<file path="config.mk">
export PLATFORM = sky130hd
export DESIGN_NAME = ysyx_23060332_ifu
export DESIGN_NICKNAME = d
export VERILOG_FILES = /design/src/rtl/ysyx_23060332_ifu.sv
export SDC_FILE = /design/constraint.sdc
export NUM_CORES = 1
export LEC_CHECK = 0
export CAP_MARGIN = 20
export CORE_ASPECT_RATIO = 0.8
export CORE_MARGIN = 4
export CORE_UTILIZATION = 36
export DETAILED_ROUTE_END_ITERATION = 10
export PLACE_DENSITY = 0.67
export RECOVER_POWER = 100
export SYNTH_ARGS = -nofsm -noshare
export SYNTH_HDL_FRONTEND = slang
export SYNTH_SLANG_ARGS = --single-unit
</file>
<file path="constraint.sdc">
create_clock -name clk -period 2.5 [get_ports clk]
set_input_delay 0.25 -clock clk [delete_from_list [all_inputs] [get_ports clk]]
set_output_delay 0.25 -clock clk [all_outputs]
set_load 0.005 [all_outputs]
</file>
<file path="src/rtl/ysyx_23060332_ifu.sv">
`default_nettype none
// ============================================================================
// Module   : ysyx_23060332_ifu
// Purpose  : Instruction fetch unit for a multi-cycle core. It issues one fetch
//            request at a time, captures the returned word, presents it to
//            decode and waits for retirement before computing the next PC.
//            Bus errors and misaligned PCs park the unit in a terminal error
//            state until reset.
// Ports    : clk/rst_n            - clock, synchronous active-low reset
//            imem_req_*           - fetch request channel (valid/ready/addr)
//            imem_rsp_*           - fetch response channel (valid/ready/data/err)
//            inst_valid/ready,
//            inst_o/inst_addr     - instruction handed to decode and its PC
//            next_valid,
//            jump_flag/jump_addr  - retirement and redirect from execute
//            fetch_err            - sticky fetch-fault flag
// Revision : 1.0 - initial release
// ============================================================================
module ysyx_23060332_ifu #(
  parameter logic [31:0] RESET_PC = 32'h8000_0000
) (
  input  logic        clk,
  input  logic        rst_n,
  output logic        imem_req_valid,
  input  logic        imem_req_ready,
  output logic [31:0] imem_req_addr,
  input  logic        imem_rsp_valid,
  output logic        imem_rsp_ready,
  input  logic [31:0] imem_rsp_data,
  input  logic        imem_rsp_err,
  output logic        inst_valid,
  input  logic        inst_ready,
  output logic [31:0] inst_o,
  output logic [31:0] inst_addr,
  input  logic        next_valid,
  input  logic        jump_flag,
  input  logic [31:0] jump_addr,
  output logic        fetch_err
);

  localparam logic [31:0] C_NOP = 32'h0000_0013;

  typedef enum logic [2:0] {
    S_IDLE = 3'd0,
    S_REQ  = 3'd1,
    S_WAIT = 3'd2,
    S_HOLD = 3'd3,
    S_EXEC = 3'd4,
    S_ERR  = 3'd5
  } state_t;

  state_t      r_state;
  state_t      w_state_nxt;
  logic [31:0] r_pc;
  logic [31:0] w_pc_nxt;
  logic [31:0] r_inst;
  logic [31:0] r_inst_addr;
  logic        r_err;
  logic        w_err_nxt;
  logic        w_capture;

  // State, PC and instruction registers
  always_ff @(posedge clk) begin
    if (!rst_n) begin
      r_state     <= S_IDLE;
      r_pc        <= RESET_PC;
      r_inst      <= C_NOP;
      r_inst_addr <= 32'h0;
      r_err       <= 1'b0;
    end else begin
      r_state <= w_state_nxt;
      r_pc    <= w_pc_nxt;
      r_err   <= w_err_nxt;
      if (w_capture) begin
        r_inst      <= imem_rsp_data;
        r_inst_addr <= r_pc;
      end
    end
  end

  // Next-state and Moore outputs
  always_comb begin
    w_state_nxt    = r_state;
    w_pc_nxt       = r_pc;
    w_err_nxt      = r_err;
    w_capture      = 1'b0;
    imem_req_valid = 1'b0;
    imem_rsp_ready = 1'b0;
    inst_valid     = 1'b0;

    case (r_state)
      S_IDLE: begin
        // The alignment check is made on the way into REQ so that a
        // misaligned PC never appears as a bus request.
        if (r_pc[1:0] != 2'b00) begin
          w_err_nxt   = 1'b1;
          w_state_nxt = S_ERR;
        end else begin
          w_state_nxt = S_REQ;
        end
      end
      S_REQ: begin
        imem_req_valid = 1'b1;
        if (imem_req_ready) begin
          w_state_nxt = S_WAIT;
        end
      end
      S_WAIT: begin
        imem_rsp_ready = 1'b1;
        if (imem_rsp_valid) begin
          if (imem_rsp_err) begin
            w_err_nxt   = 1'b1;
            w_state_nxt = S_ERR;
          end else begin
            w_capture   = 1'b1;
            w_state_nxt = S_HOLD;
          end
        end
      end
      S_HOLD: begin
        inst_valid = 1'b1;
        if (inst_ready) begin
          w_state_nxt = S_EXEC;
        end
      end
      S_EXEC: begin
        if (next_valid) begin
          w_pc_nxt = jump_flag ? jump_addr : (r_pc + 32'd4);
          if (w_pc_nxt[1:0] != 2'b00) begin
            w_err_nxt   = 1'b1;
            w_state_nxt = S_ERR;
          end else begin
            w_state_nxt = S_REQ;
          end
        end
      end
      S_ERR: begin
        w_state_nxt = S_ERR;
      end
      default: begin
        w_state_nxt = S_IDLE;
      end
    endcase
  end

  assign imem_req_addr = r_pc;
  assign inst_o        = r_inst;
  assign inst_addr     = r_inst_addr;
  assign fetch_err     = r_err;

endmodule
`default_nettype wire

</file>
==> reports/metrics.cfg <==
[synth]
synth_cell_type_count=51
synth_cells=598
synth_area_leaders=dfxtp_1 43%, nand2_1 13%, a21oi_1 8.6%, mux2i_1 3.3%, nor2_1 2.8%
synth_top_family_by_area=simple AND/OR/NAND/NOR gates
ys_warn_count=0
ys_ff_latch=100
synthAdderAreaFrac_pct=0.271
yosys.area.top_type_share_pct=43.4
synth_compound_area_share_pct=19.8
synth_commonest_cells=160 x nand2_1, 100 x dfxtp_1, 79 x a21oi_1, 34 x nor2_1, 31 x clkbuf_1
synth_xor_area_share_pct=0
synthFlopType=dfxtp_1
async_flop_share_pct=0
yosysSeqAreaShare_pct=43.4
synth_nets=671
synth_area_per_cell_sq_um=7.71
synth_edf_count=0
synth_mux_area_share_pct=3.50
syn_area_sq_um=4610
synth_area_leader_cell=dfxtp_1
synth_simple_gate_area_share_pct=28.1
yosysMostFrequentCell=nand2_1

[critical_path]
r2r_cells=6
crit_arrival_ns=2.55
rrSetupSlack_ns=0.23
startpoint_type=register
reg2reg_to=inst_o[23]
crit_fanout=28
end_kind=register
r2r_start=r_state[0]
required_ns=2.78
critPathKind=reg2reg
startpoint=r_state[0]

[run_status]
status=finished, final reports clean

[detailed_routing]
routed_wl_mm=14.8
drtPass1Iterations=7
wl_per_cell_microns=16.1
drc=0
drt_iter0_drc=390
postRouteAntennaNets=0
avgViaCountPerCell=5.23
vias=4803

[finish]
antenna_cells=0
area_delta_synth_final_pct=46.0
nNetsFinal=816
fin_area_sq_um=6730
drive_gt1_share_pct=5.35

[power_and_ir_drop]
pwr_density_cell_nw_per_um2=597
vdd_drop_max_mv=0.339
p_total_uw=4020
p_leak_uw=0.00255

[sta]
setup_violations=0
period_needed_ns=2.27
skew_ns=0.00703
slew_headroom_pct=35.7
rsz0062_at_grt=false
fin_ws_ns=0.233
clock.fmax_mhz=441
slew_violations=0
hold_viol_final=0
worst_slew_pin_slew_ns=0.964
period_share_pct=90.7
final.setup.tns_ns=0

[clock_tree]
postCtsHoldBufs=0
cts_setup_buffers=0
clock_latency_ns=0.35
cts_tree=built
cts.repair.resized=0
cts_inserted_buffers=9
htreeDepth=3
clock_path_buffers=2
root_buffer=clkbuf_16
cts_sinks=100
path_clk_slew_ns=0.07

[die]
die_h_microns=109
num_rows=36
core_region_area_sq_um=12300
initial_utilization_pct=37.4
die_w_microns=135
die-area_sq_um=14700
ios=172

[place]
placed_area_sq_um=6500
gp_congestion=0.820
place_ws_ns=0.425
port_buffers=171
post-dp-hpwl_mm=10.4

[global_route]
antenna_found_initial=0
track_usage_pct=19.6
gr-total-overflow=0
grt_start_max_net_pins=83
grt_pass1_vias=4596
grt_first_pass_wirelength_mm=23.3

[min_path]
worstHoldEndpoint=imem_req_addr[1]
hold_path.class=in2reg
min_delay_path_depth=3
worstHoldStart=jump_flag

[flow_run]
drv_cap=0

[stage by stage]
step | util (%) | cells | hold WS (ns)
2_1_floorplan | - | 598 | 0.374
3_3_place_gp | 52.7 | 903 | 0.442
3_5_place_dp | 52.7 | 903 | 0.446
4_1_cts | 55.0 | 919 | 0.224
5_1_grt | 54.5 | 919 | 0.256
6_report | 54.5 | 919 | 0.232
[placed cells by master (no fill, tap or decap), types with 10 or more instances in the layout]
cell type / n
clkdlybuf4s50_1: 72
dfxtp_1: 100
a31oi_1: 10
nor2_1: 34
nand3_1: 19
dlygate4sd3_1: 98
o21ai_0: 17
nor3_1: 11
nand2_1: 160
mux2i_1: 15
a21oi_1: 79
[worst max-delay path by stage]
stage / endpoint / slack [ns]
after detailed placement: imem_req_addr[26] / 0.43
after global routing: imem_req_addr[18] / 0.08
after global placement: imem_req_addr[20] / 0.52
after CTS: imem_req_addr[26] / 0.40
final: inst_o[23] / 0.23
after floorplan: imem_req_addr[26] / 0.66
[metal layers]
layer / wire (microns) / track usage, % / vias up / share of wire (%)
li1: - / - / 2377 / -
met1: 6930 / 27.0 / 2240 / 47
met3: 1030 / 5.07 / 12 / 7.0
met4: 154 / 5.67 / 0 / 1.0
met5: 0 / 0 / - / 0
met2: 6670 / 30.4 / 174 / 45
[kinds of logic (layout without fill, tap and decap cells)]
| group | Yosys count | count (layout) |
|---|---|---|
| buf+inv | 54 | 204 |
| fa+ha+maj | 1 | 1 |
| compound gates | 151 | 151 |
| mux | 16 | 16 |
| flops | 100 | 100 |
| simple gates | 276 | 276 |
[flip-flops by register name (all words and copies together) (netlist names)]
register       flops
fetch_err          1
imem_req_addr     32
inst_addr         32
inst_o            32
r_state            3
[power breakdown]
group	total, uW	internal, uW	switching [uW]
clock network	1360	689	668
registers	1840	1690	148
logic	822	423	399
total	4020	2800	1210
[cell type report]
cell class	instances	area, sq um
clock inverters	7	60.1
multi-input cells	444	2360
fillers	1172	5610
well taps	171	214
inverters	3	11.3
clock buffers	9	225
repair buffers	185	1860
flip-flops and latches	100	2000
[critical path, cell delays in order (launching register included)]
cell      delay (ns)
dfxtp_1         0.42
nand2b_1        0.23
nor2_1          0.25
and2_1          0.82
buf_12          0.26
nand2_1         0.07
a21oi_1         0.13
(Power assumes the default switching activity.)
